## src/rtl/naes_pkg.sv

```systemverilog
// Shared constants for the controller port: button bit positions, the open-bus
// upper bits returned on $4016/$4017 reads, and the default turbo divider.
package naes_pkg;

  localparam int unsigned BTN_A      = 0;
  localparam int unsigned BTN_B      = 1;
  localparam int unsigned BTN_SELECT = 2;
  localparam int unsigned BTN_START  = 3;
  localparam int unsigned BTN_UP     = 4;
  localparam int unsigned BTN_DOWN   = 5;
  localparam int unsigned BTN_LEFT   = 6;
  localparam int unsigned BTN_RIGHT  = 7;

  localparam logic [6:0] OPEN_BUS = 7'b0100000;

  // About 15 Hz autofire at 50 MHz.
  localparam int unsigned TURBO_DIV_DEFAULT = 1666667;

  function automatic logic [7:0] read_byte(input logic bit0);
    return {OPEN_BUS, bit0};
  endfunction

endpackage

```

## src/rtl/pad_shifter.sv

```systemverilog
// One joypad: 2-flop button synchroniser feeding an 8-bit parallel-load
// shift register that shifts right and fills with 1.
module pad_shifter
  import naes_pkg::*;
(
  input  logic       clk,
  input  logic       reset,
  input  logic [7:0] btn,
  input  logic [1:0] force_ab,
  input  logic       load,
  input  logic       shift,
  output logic       data
);

  logic [7:0] sync1_q, sync2_q, sr_q;
  logic [7:0] load_val;

  // force_ab is already synchronous (turbo), so it is ORed after the synchroniser.
  always_comb begin
    load_val        = sync2_q;
    load_val[BTN_A] = sync2_q[BTN_A] | force_ab[0];
    load_val[BTN_B] = sync2_q[BTN_B] | force_ab[1];
  end

  always_ff @(posedge clk or posedge reset) begin
    if (reset) begin
      sync1_q <= 8'h00;
      sync2_q <= 8'h00;
      sr_q    <= 8'hFF;
    end else begin
      sync1_q <= btn;
      sync2_q <= sync1_q;
      if (load) begin
        sr_q <= load_val;
      end else if (shift) begin
        sr_q <= {1'b1, sr_q[7:1]};
      end
    end
  end

  assign data = sr_q[0];

endmodule

```

## config.mk

```make
export PLATFORM = sky130hd
export DESIGN_NAME = pad_shifter
export DESIGN_NICKNAME = d
export VERILOG_FILES = /design/src/rtl/naes_pkg.sv /design/src/rtl/pad_shifter.sv
export SDC_FILE = /design/constraint.sdc
export NUM_CORES = 1
export LEC_CHECK = 0
export CAP_MARGIN = 10
export CORE_MARGIN = 2
export CORE_UTILIZATION = 48
export DETAILED_ROUTE_END_ITERATION = 6
export GPL_TIMING_DRIVEN = 0
export PLACE_DENSITY = 0.74
export SYNTH_ARGS = -nofsm -noshare
export SYNTH_HDL_FRONTEND = slang
export SYNTH_SLANG_ARGS = --single-unit
```

## constraint.sdc

```tcl
create_clock -name clk -period 1.2 [get_ports clk]
set_clock_uncertainty 0.2 [all_clocks]
set_input_delay 0.36 -clock clk [delete_from_list [all_inputs] [get_ports clk]]
set_output_delay 0.36 -clock clk [all_outputs]
set_load 0.03 [all_outputs]
```

==> results <==
==> flip-flops by register name, summed over array words and instances, names as in the netlist <==
signal	flops
sync1_q	8
sync2_q	8
sr_q	8
==> synthesized netlist by cell type <==
master / instances / area [µm²]
inv_1: 1 / 3.75
o21ai_2: 4 / 35.0
mux2i_1: 9 / 90.1
nand2_1: 6 / 22.5
buf_6: 2 / 22.5
nor2_1: 3 / 11.3
dfstp_2: 8 / 210
dfrtp_1: 16 / 400
o21ai_1: 2 / 10.0
==> kinds of logic after synthesis <==
| kind of cell | after synthesis |
|---|---|
| compound gates | 6 |
| mux | 9 |
| buf+inv | 3 |
| simple gates | 9 |
| flops | 24 |
==> layer usage <==
| layer | vias up | part of all wire |
|---|---|---|
| met5 | - | 0 |
| met4 | 0 | 0.0058 |
| met3 | 2 | 0.047 |
| met2 | 9 | 0.48 |
| met1 | 188 | 0.46 |
| li1 | 200 | - |
==> area by class of cell <==
class                   instances  area [µm²]  area share
flip-flops and latches         24         611       0.622
multi-input cells              24         169       0.172
repair buffers                 13         130       0.132
clock buffers                   3        22.5      0.0229
plain buffers                   2        22.5      0.0229
well taps                      16        20.0      0.0204
inverters                       1        7.51     0.00764
==> power by group through the flow <==
stage / sequential [mW] / clock, mW / combinational [mW]
after global placement: 0.917 / 0 / 0.145
after floorplan: 0.923 / 0 / 0.0782
after detailed placement: 0.921 / 0 / 0.147
final: 0.905 / 0.308 / 0.146
after global routing: 0.913 / 0.359 / 0.164
after CTS: 0.907 / 0.327 / 0.149
==> how the worst max path moves through the flow <==
stage,end,slack (ns),depth (start not counted)
3_3_place_gp,data,-0.53,1
5_1_grt,data,-0.37,1
3_5_place_dp,data,-0.53,1
4_1_cts,data,-0.34,1
2_1_floorplan,data,0.04,0
6_report,data,-0.33,1
==> metrics by stage <==
step	setup WS [ns]	area [µm²]	power, mW	utilization
floorplan	0.0439	806	1.00	-
global placement	-0.529	956	1.06	0.620
detailed placement	-0.530	956	1.07	0.620
CTS	-0.345	982	1.38	0.637
global route	-0.372	982	1.44	0.637
finish	-0.328	982	1.36	0.637
==> cells in the final DEF, fill, tap and decap left out <==
cell type / netlist / routed
clkinvlp_4: 0 / 1
dfstp_2: 8 / 8
dfrtp_1: 16 / 16
nand2_1: 6 / 6
o21ai_2: 4 / 4
dlygate4sd2_1: 0 / 1
clkbuf_4: 0 / 3
mux2i_1: 9 / 9
nor2_1: 3 / 3
clkdlybuf4s50_1: 0 / 11
buf_6: 2 / 3
o21ai_1: 2 / 2
==> results.md <==
- The startpoint of the most critical setup path is sr_q[0].
- Summed over all layers, the global routing overflow is 0.
- The areal power density over the cells is 1380 nW/µm².
- The worst slew margin relative to its limit is 0.682.
- Counting the buffers created by CTS gives 3.
- The initial antenna violation count is 0.
- Counting every net in the synthesized netlist gives 65.
- After legalization and detailed placement, the total HPWL measured 658 µm.
- The flow ran to the end, but the final reports show violations.
- Fill cells in the final layout number 136.
- The setup slack on the worst flop-to-flop path is ~0.18 ns.
- For this configuration, the core starts out at a cell density of 0.523.
- The fraction of final layout cells sized beyond drive strength 1 is 0.284.
- The layer flagged by global routing as most heavily used is met2.
- The post-CTS setup repair buffer count is 0.
- The share of synthesized area spent on multiplexers is 0.112.
- Of the total synthesized cell area, the portion taken by AND, OR, NAND and NOR gates is 0.0419.
- The setup TNS is -0.328 ns.
- The floorplan step defined a die boundary enclosing 2020 µm².
- The number of DRC violations after detailed-routing iteration 0 is 0.
- From bottom edge to top edge, the die measures approximately 45 µm.
- The startpoint identified for the worst register-to-register timing path is sr_q[0].
- Of the total power, the clock network draws 0.227.
- For the pin with the worst max-slew slack, the measured transition is roughly 0.48 ns.
- The width of the die is 45.0 µm.
- Clock-pin slew was measured on the worst setup and hold paths at 0.11 ns.
- The number of buffers and inverters on the critical path is 1.
- TritonCTS built the clock tree.
- The endpoint of the most critical register-to-register path is sr_q[0].
- The number of max-slew violations in the final report is 0.
- The average vias per placed instance is 4.81.
- Synthesis produced a netlist whose cell count is 51.
- The synthesized cell area is 806 µm².
- The first global-routing pass estimated 1550 µm of wire.
- Walking the worst path, the cells encountered are buf_6.
- The tree is rooted in a clkbuf_4.
- CTS built an H-tree with a depth of 1.
- Summed over all nets, the switching power comes to 280 µW.
- Broken down by cell family, the worst path's largest delay share belongs to flip-flops.
- At the later pin of the worst-skew pair, clock insertion delay measures 0.29 ns.
- The I/O pin count is 15.
- The worst path in the final design needs a cycle of 1.53 ns, including I/O delays and setup.
- By area, the combinational part of the netlist is dominated by multiplexers.
- Buffers placed on the I/O ports in this run total 13.
- The worst-case IR drop observed on VDD is 0.829 mV.
- The arrival time of the worst setup path is between 0.9 and 1 ns.
- Dividing the synthesized area by the synthesized cell count gives ~16 µm².
- The final worst hold slack is ~0.16 ns.
- Of the total synthesized cell area, the portion taken by XOR and XNOR cells is 0.
- The final reports fail on setup timing.
- For this design, the sink count on the clock tree is 24.
- Across all setup checks in the final design, the least slack found is -0.328 ns.
- The data required time at the worst endpoint is about 0.64 ns.
- The kind of start point of the critical path is a flop.
- Of the available clock period, the critical path in the final layout requires 1.27.
- The max-cap check violation count is 0.
- The synthesized-area fraction occupied by ao, oa, aoi and oai cells is 0.0559.
- Setup violations remaining at the end of the flow were counted as 1.
- The depth of the most critical reg-to-reg path is 2.
- The beginning of the worst hold path is sync1_q[6].
- The all-layer global routing usage is 0.109.
- The total area inside the core boundary comes to 1540 µm².
- Counting along the longest clock path gives a buffer depth of 2.
- The slowest stage of the critical path is the dfstp_2 cell.
- Counting distinct cell types in the post-synthesis netlist gives 9.
- For this run, the detailed router's first-pass iteration total came to 1.
- The met2 usage in global routing is 0.169.
- Of the total power, registers draw 0.666.
- For met1 alone, demand over resource in global routing was 0.140.
- The worst hold path class is reg2reg.
- The final layout contains 83 nets.
- The site row count is 14.
- The end point of the most critical hold path is sync2_q[6].
- The average detailed-routed wire length per instance is 10.4 µm.
- The maximum clock frequency is 654 MHz.
- Once the clock tree was built, the resizer swapped 9 gates to a different size.
- STA classifies the critical path endpoint as an output pin.
- The post-layout instance count excluding filler cells is 83.
- Wires add up to 865 µm.
- Entering global routing, the biggest net connects 25 pins.
- The number of antenna cells inserted is 0.
- The final number of hold-violating endpoints was 0.
- The area share of fa/ha/maj cells after synthesis is 0.
- Cell internal power was estimated by the tool at 1.08 mW.
- The growth of design area from synthesis to finish is 21.9%.
- The number of global-route vias before repair is 383.
- In the global route stage, met3 resource usage came out at 0.0240.
- For this run, design rule violations remaining after detail routing come to 0.
- For this run, the number of Yosys warnings is 0.
- In this run the worst path has a maximum fanout of 2.
- The fraction of the yosys area taken by sequential cells is 0.758.
- Routability-driven placement finished with a final weighted congestion of 0.698.
- For this design the static power due to leakage is 0.436 nW.
- The number of storage elements in the synthesis netlist is 24.
- Of the total power, the share spent switching nets is 0.206.
- The number of vias in the routed layout is ~400.
- Setup repair after global routing could not meet its margin everywhere.
- The number of nets with antenna violations after detailed routing is 0.
- The number of hold buffers added after cts is 0.
- The count of cells along the worst hold path is 0.
- The worst stage delay on the critical path is approximately 0.55 ns.
- The category of the critical setup timing path is reg2out.
- The part of the total power dissipated in combinational logic is 0.107.
- Once placement completed, the tool counted placed cells totaling 80.
Note: power is estimated with default switching activity, not from simulation.
